$ cat src/rtl/muldiv_seq.sv
// muldiv_seq: multi-cycle HI/LO multiply/divide sequencer.
//   Runs MULTU/MULT/DIVU/DIV as ITER shift-add / restoring-subtract steps and
//   drives the shared 32-bit adder (alu_a/alu_b/alu_func0/alu_sign out,
//   alu_s/alu_v/alu_n in, used combinationally in the same cycle).
// Ports:
//   clk, reset (sync, active-low)
//   start, op[1:0] (00 MULTU, 01 MULT, 10 DIVU, 11 DIV), a, b : request
//   busy, done, hi, lo, div_zero                              : status/result
//   alu_a, alu_b, alu_func0, alu_sign / alu_s, alu_v, alu_n   : shared adder
// Configuration macro: MULDIV_ZERO_SKIP_EN (skip the step loop for trivial
//   zero operands; results are identical, only latency changes).
module muldiv_seq #(
  parameter int unsigned ITER = 32
) (
  input  logic        clk,
  input  logic        reset,
  input  logic        start,
  input  logic [1:0]  op,
  input  logic [31:0] a,
  input  logic [31:0] b,
  output logic        busy,
  output logic        done,
  output logic [31:0] hi,
  output logic [31:0] lo,
  output logic        div_zero,
  output logic [31:0] alu_a,
  output logic [31:0] alu_b,
  output logic        alu_func0,
  output logic        alu_sign,
  input  logic [31:0] alu_s,
  input  logic        alu_v,
  input  logic        alu_n
);

  typedef enum logic [1:0] {S_IDLE, S_ITER, S_FIX, S_DONE} state_t;

  state_t      state_q, state_d;
  logic [4:0]  count_q, count_d;
  logic [31:0] acc_hi_q, acc_hi_d;   // MUL: H, DIV: R
  logic [31:0] acc_lo_q, acc_lo_d;   // MUL: L, DIV: Q
  logic [31:0] mcand_q, mcand_d;     // MUL: M, DIV: D
  logic        is_div_q, is_div_d;
  logic        neg_res_q, neg_res_d;
  logic        neg_rem_q, neg_rem_d;
  logic        raw_q, raw_d;         // acc already holds the final result
  logic        hold_q, hold_d;       // extra FIX cycle on the skip paths
  logic        dz_pend_q, dz_pend_d;
  logic        busy_q, busy_d;
  logic        done_q, done_d;
  logic        div_zero_q, div_zero_d;
  logic [31:0] hi_q, hi_d;
  logic [31:0] lo_q, lo_d;

  logic [31:0] mag_a, mag_b;
  logic [63:0] prod, prod_neg;
  logic [31:0] fix_hi, fix_lo;
  logic        skip;

  // Local magnitude logic; the shared adder is only used for the steps.
  assign mag_a    = (op[0] && a[31]) ? (~a + 32'd1) : a;
  assign mag_b    = (op[0] && b[31]) ? (~b + 32'd1) : b;
  assign prod     = {acc_hi_q, acc_lo_q};
  assign prod_neg = ~prod + 64'd1;

`ifdef MULDIV_ZERO_SKIP_EN
  assign skip = op[1] ? ((a == '0) && (b != '0)) : ((a == '0) || (b == '0));
`else
  assign skip = 1'b0;
`endif

  always_comb begin
    fix_hi = acc_hi_q;
    fix_lo = acc_lo_q;
    if (!raw_q) begin
      if (is_div_q) begin
        if (neg_res_q) fix_lo = ~acc_lo_q + 32'd1;
        if (neg_rem_q) fix_hi = ~acc_hi_q + 32'd1;
      end else if (neg_res_q) begin
        {fix_hi, fix_lo} = prod_neg;
      end
    end
  end

  always_comb begin
    alu_a     = '0;
    alu_b     = '0;
    alu_func0 = 1'b0;
    if (state_q == S_ITER) begin
      alu_b = mcand_q;
      if (is_div_q) begin
        alu_a     = {acc_hi_q[30:0], acc_lo_q[31]};
        alu_func0 = 1'b1;
      end else begin
        alu_a = acc_hi_q;
      end
    end
  end

  assign alu_sign = 1'b0;

  always_comb begin
    state_d    = state_q;
    count_d    = count_q;
    acc_hi_d   = acc_hi_q;
    acc_lo_d   = acc_lo_q;
    mcand_d    = mcand_q;
    is_div_d   = is_div_q;
    neg_res_d  = neg_res_q;
    neg_rem_d  = neg_rem_q;
    raw_d      = raw_q;
    hold_d     = hold_q;
    dz_pend_d  = dz_pend_q;
    busy_d     = busy_q;
    done_d     = 1'b0;
    div_zero_d = div_zero_q;
    hi_d       = hi_q;
    lo_d       = lo_q;
    case (state_q)
      S_IDLE: begin
        if (start) begin
          busy_d     = 1'b1;
          count_d    = '0;
          div_zero_d = 1'b0;
          is_div_d   = op[1];
          neg_res_d  = op[0] & (a[31] ^ b[31]);
          neg_rem_d  = op[0] & a[31];
          dz_pend_d  = 1'b0;
          raw_d      = 1'b0;
          hold_d     = 1'b0;
          acc_hi_d   = '0;
          acc_lo_d   = mag_a;
          mcand_d    = mag_b;
          state_d    = S_ITER;
          if (op[1] && (b == '0)) begin
            acc_hi_d  = a;
            acc_lo_d  = '1;
            dz_pend_d = 1'b1;
            raw_d     = 1'b1;
            hold_d    = 1'b1;
            state_d   = S_FIX;
          end else if (skip) begin
            acc_lo_d = '0;
            raw_d    = 1'b1;
            hold_d   = 1'b1;
            state_d  = S_FIX;
          end
        end
      end
      S_ITER: begin
        if (is_div_q) begin
          if (acc_hi_q[31] || !alu_n) begin
            acc_hi_d = alu_s;
            acc_lo_d = {acc_lo_q[30:0], 1'b1};
          end else begin
            acc_hi_d = alu_a;
            acc_lo_d = {acc_lo_q[30:0], 1'b0};
          end
        end else if (acc_lo_q[0]) begin
          {acc_hi_d, acc_lo_d} = {alu_v, alu_s, acc_lo_q[31:1]};
        end else begin
          {acc_hi_d, acc_lo_d} = {1'b0, acc_hi_q, acc_lo_q[31:1]};
        end
        count_d = count_q + 5'd1;
        if (count_q == 5'(ITER - 1)) state_d = S_FIX;
      end
      S_FIX: begin
        if (hold_q) begin
          hold_d = 1'b0;
        end else begin
          state_d    = S_DONE;
          busy_d     = 1'b0;
          done_d     = 1'b1;
          hi_d       = fix_hi;
          lo_d       = fix_lo;
          div_zero_d = dz_pend_q;
        end
      end
      S_DONE: begin
        state_d = S_IDLE;
      end
      default: state_d = S_IDLE;
    endcase
  end

  always_ff @(posedge clk) begin
    if (!reset) begin
      state_q    <= S_IDLE;
      count_q    <= '0;
      acc_hi_q   <= '0;
      acc_lo_q   <= '0;
      mcand_q    <= '0;
      is_div_q   <= 1'b0;
      neg_res_q  <= 1'b0;
      neg_rem_q  <= 1'b0;
      raw_q      <= 1'b0;
      hold_q     <= 1'b0;
      dz_pend_q  <= 1'b0;
      busy_q     <= 1'b0;
      done_q     <= 1'b0;
      div_zero_q <= 1'b0;
      hi_q       <= '0;
      lo_q       <= '0;
    end else begin
      state_q    <= state_d;
      count_q    <= count_d;
      acc_hi_q   <= acc_hi_d;
      acc_lo_q   <= acc_lo_d;
      mcand_q    <= mcand_d;
      is_div_q   <= is_div_d;
      neg_res_q  <= neg_res_d;
      neg_rem_q  <= neg_rem_d;
      raw_q      <= raw_d;
      hold_q     <= hold_d;
      dz_pend_q  <= dz_pend_d;
      busy_q     <= busy_d;
      done_q     <= done_d;
      div_zero_q <= div_zero_d;
      hi_q       <= hi_d;
      lo_q       <= lo_d;
    end
  end

  assign busy     = busy_q;
  assign done     = done_q;
  assign div_zero = div_zero_q;
  assign hi       = hi_q;
  assign lo       = lo_q;

endmodule

$ cat config.mk
export PLATFORM = sky130hd
export DESIGN_NAME = muldiv_seq
export DESIGN_NICKNAME = d
export VERILOG_FILES = /design/src/rtl/muldiv_seq.sv
export SDC_FILE = /design/constraint.sdc
export NUM_CORES = 1
export LEC_CHECK = 0
export ABC_AREA = 1
export BUFFER_PORTS_ARGS = -buffer_cell sky130_fd_sc_hd__clkbuf_2
export CORE_MARGIN = 4
export CORE_UTILIZATION = 33
export DETAILED_ROUTE_END_ITERATION = 10
export SLEW_MARGIN = 30
export SYNTH_ARGS = -nofsm -noshare
export SYNTH_HDL_FRONTEND = slang
export SYNTH_SLANG_ARGS = --single-unit
export TNS_END_PERCENT = 100
$ cat constraint.sdc
create_clock -name clk -period 3.1 [get_ports clk]
set_input_delay 0.93 -clock clk [delete_from_list [all_inputs] [get_ports clk]]
set_output_delay 0.93 -clock clk [all_outputs]
set_load 0.1 [all_outputs]
After elaboration in Yosys (flattened, before gate mapping)
Index checks and enable logic that the tools add are counted.

Bits in registers: 175.

$add $sub $neg: 6. Equality and inequality tests: 7. Muxes and demuxes: 44. Bitwise logic cells: 9. Reduce and logical (&&, ||, !) cells: 16.

Operators by type and width (count): $mux W32 (22); $add A32 B1 Y32 const B (4); $not A32 Y32 (4); $pmux W32 S2 (2); $add A64 B1 Y64 const B (1); $not A64 Y64 (1); $logic_not A32 Y1 (1); $mux W1 (10); $pmux W5 S2 (1); $reduce_and A2 Y1 (5); $mux W2 (4); $pmux W2 S4 (1); $pmux W1 S2 (3); $reduce_and A3 Y1 (2); $add A5 B1 Y5 const B (1); $eq A5 B5 Y1 const B (1); $mux W5 (1); $eq A2 B2 Y1 const B (2); $ne A2 B2 Y1 const B (2); $reduce_bool A2 Y1 (2); $logic_and A1 B1 Y1 (3); $and A1 B1 Y1 (2); $eq A2 B1 Y1 const B (1); $logic_not A2 Y1 (1); 5 further kinds (5).

Longest topological paths before layout
Depth after elaboration: 6. Mapped depth: 16.

Worst setup path after synthesis
Ideal clock, no wire load.

Path kind: register to output. From: register is_div_q. To: output alu_a[1]. Data arrival time: 2.804 ns. Data required time: 2.170 ns. Setup slack: -0.634 ns. Cell stages (with the launch flop): 6. Buffers on the path: 2. Path through: dfxtp_1 -> buf_4 -> inv_1 -> buf_4 -> nor2_1 -> nor3_1.

Longest elaborated chain between the ends: 2.

Ends and longest elaborated chain: start: declaration (line 42) `logic is_div_q, is_div_d;`; start signal: assignment (line 209) `is_div_q <= is_div_d;`; $mux W32 (line 90) `if (is_div_q) begin`; $mux W32 (line 88) `if (state_q == S_ITER) begin`; end: declaration (line 26) `output logic [31:0] alu_a,`.

Every way passes these cells.

Final worst setup path
From: register state_q[1]. To: output alu_a[25].

Longest elaborated chain between the ends: 2.

Ends and longest elaborated chain: start: declaration (line 37) `state_t state_q, state_d;`; start signal: assignment (line 204) `state_q <= state_d;`; $eq A2 B1 Y1 (line 88); $mux W32 (line 88).

Every way passes these cells.

==> summary.txt <==
Logic synthesis
  • Register area share after synthesis: 26.44%
  • Cell Area, Synth: about 13000 µm²
  • Yosys warns: 0
  • Post-synth ARST share: 0%
  • Syn avg cell area: 5.773 µm²
  • Number of synthesized flops with an enable pin: 0
  • Syn Inst Count: 2295
  • Yosys cell types: 47
  • Syn_nets: 2407
  • Flops & latches, synth: 175
  • Top FF cell, synth: dfxtp_1

Route
  • Iter 0 DRT Violations: about 1900
  • Vias per inst: 5.450
  • Total Wirelength: 56.48 mm
  • DRC: 0
  • Drt first pass iters: 6
  • Routed len/inst: between 15 and 20 µm
  • DR vias: 16310
  • Final ANT Viol Nets: 0

STA
  • Sum Neg Setup Slack: 0 ns
  • Tcrit/Tclk final: 98.60%
  • Period minus WS final: 3.057 ns
  • Slew headroom: 45.89%
  • Worst clock skew: 0.01571 ns
  • Final Setup Violations: 0
  • Hold Vio Cnt, Final: 0
  • Peak Freq: 327.2 MHz
  • Slew Viols, Final: 0
  • Slew at the pin closest to its max-slew limit: 0.8049 ns
  • RSZ-0062 raised after global routing: false

Clocking
  • H-tree depth: 4
  • Longest Clk Path Bufs: 2
  • CTS tree: done
  • Clock sink count: 175
  • Worst-Skew Late Latency: 0.46 ns
  • Reg clk slew, reported paths: 0.08 ns
  • Number of CTS-inserted buffers: 17
  • Post-CTS setup repair buffer count: 0
  • Root buf cell: clkbuf_16

Die
  • Core area: 39730 µm²
  • Num rows: 73
  • Top Ports: 236
  • Die area: about 43000 µm²
  • Starting Density: 33.35%
  • Die Ht: 208.4 µm
  • Die X: 208.4 µm

Setup path
  • Startpoint Class: flip-flop
  • Critical path arrival: 2.13 ns
  • Crit path max fanout: 32
  • R2R Setup Slk: 0.73 ns
  • Required time of the critical path: ~2.2 ns
  • Worst setup EP type: primary output
  • WS Path Type: reg2out

Hold path
  • Worst hold path type: reg2reg

Final layout
  • Most frequent cells in the layout: 479 x nand2_1, 329 x o21ai_0, 321 x nor2_1, 272 x inv_1, 179 x a21oi_1
  • Diode count: 0
  • Share of layout cells above drive strength 1: 14.07%
  • Final cell count without fillers: 2992
  • NumNets Final: 2566
  • Area Growth Syn to Fin: 24.60%
  • Most common cell after layout, fill and taps aside: nand2_1

Global routing
  • GRT Overall Usage: 25.17%
  • Largest net degree at the start of global routing: around 120
  • GRT Residual Overflow: 0
  • Initial antenna violation count: 0
  • First-pass GRT wire length: 87.59 mm
  • Vias in the first global route: ~15000

Placed design
  • Dpl hpwl: ~43 mm
  • Port bufs: around 230
  • Dpl cells: 2959
  • Routability cong.: around 1

Power and ir drop
  • Pwr/cell area: 1116 nW/µm²
  • P_leak: 7.753 nW
  • Max VDD drop: 442.5 µV

Flow run
  • Max Cap Viol: 0

Run status
  • Status: finished clean
## repair_timing
item / CTS / global route
cloned: 1 / 0
setup endpoints to repair: 2 / 2
gates resized for setup: 2 / 3
hold buffers: 0 / 0
pin swaps: 0 / 0
## cell usage after synthesis, types with 4 or more instances
master    number  area [µm²]
xnor2_1        5       43.79
buf_2         20       100.1
o221ai_1      24       210.2
dfxtp_1      175        3503
o21ai_0      329        1647
a21oi_1      181       905.9
or2_2          6       37.54
buf_1         14       52.55
nand4_1       31       193.9
inv_1        273        1025
o21ai_1        5       25.02
o22ai_1       29       181.4
nor2_2         4       25.02
clkbuf_1      90       337.8
nand3_1      170       850.8
buf_4          4       30.03
nor2_1       322        1209
ha_1           9       112.6
xor2_1        25       219.0
a31oi_1        9       56.30
nor3_1        31       155.2
a21o_1         4       30.03
o211ai_1      13       97.59
nand2_1      479        1798
## flip-flops by register name, summed over array words and instances, names as in the netlist, 2 cells and up
register and flops:
lo 32, mcand_q 32, acc_hi_q 32, acc_lo_q 32, state_q 2, hi 32, count_q 5
## final timing paths
kind	from	end	cells after the start
setup / recovery	state_q[1]$_SDFFE_PN0P_	alu_a[25]	6
hold / removal	hi[1]$_SDFFE_PN0P_	hi[1]$_SDFFE_PN0P_	2
setup reg to reg	acc_lo_q[1]$_SDFFE_PN0P_	hi[28]$_SDFFE_PN0P_	13
hold reg to reg	hi[1]$_SDFFE_PN0P_	hi[1]$_SDFFE_PN0P_	2
## per-stage QoR
stage / setup WS, ns / power [mW] / hold WS, ns / util [%] / instance area, µm²
global route: 0.002650 / 19.68 / 0.5036 / 41.55 / 16510
global placement: 0.2206 / 15.99 / 0.4531 / 40.00 / 15890
floorplan: -0.2289 / 12.39 / 0.4443 / - / 13300
finish: 0.04336 / 18.43 / 0.4684 / 41.55 / 16510
detailed placement: 0.1463 / 16.04 / 0.4550 / 40.00 / 15890
CTS: 0.03114 / 18.29 / 0.4672 / 41.50 / 16490
## layout make-up
class                           count  area, µm²
Clock buffer                       18      429.2
Clock inverter                     14      122.6
Fill cell                        4344      23220
Inverter                          279       1052
Multi-Input combinational cell   1709       8223
Sequential cell                   175       3507
Tap cell                          525      656.9
Timing Repair Buffer              272       2517
## where the power goes
| part | switching (mW) | internal (mW) | leakage, nW |
|---|---|---|---|
| Sequential | 1.04 | 3.03 | 1.44 |
| Clock | 1.07 | 1.05 | 0.252 |
| Combinational | 9.00 | 3.24 | 6.06 |
| Total | 11.1 | 7.32 | 7.75 |
## critical path, cell delays in order (launching register included)
cell and delay (ns):
dfxtp_1 0.34, inv_1 0.11, ha_4 0.23, nand2_1 0.11, buf_12 0.19, o22ai_1 0.41, buf_12 0.24
## logic make-up (layout without fill, tap and decap cells)
kind of cell	after synthesis	count (layout)	share of synthesized area, %
AO/OA/AOI/OAI	607	607	24.57
XOR/XNOR	30	30	1.983
adder cells (fa/ha/maj)	9	9	0.8500
buffers and inverters	411	583	12.30
flip-flops	175	175	26.44
other	1	1	0.02830
AND/OR/NAND/NOR	1062	1062	33.83
## routing by layer
layer / vias to the layer above / routed length (µm) / track usage [%] / share of wire [%]
met3: 74 / 5301 / 4.493 / 9.4
met5: - / 0 / 0 / 0
met1: 7488 / 25220 / 36.26 / 45
met4: 0 / 1492 / 7.542 / 2.6
met2: 867 / 24470 / 38.41 / 43
li1: 7877 / - / - / -
Note: power is estimated with default switching activity, not from simulation.
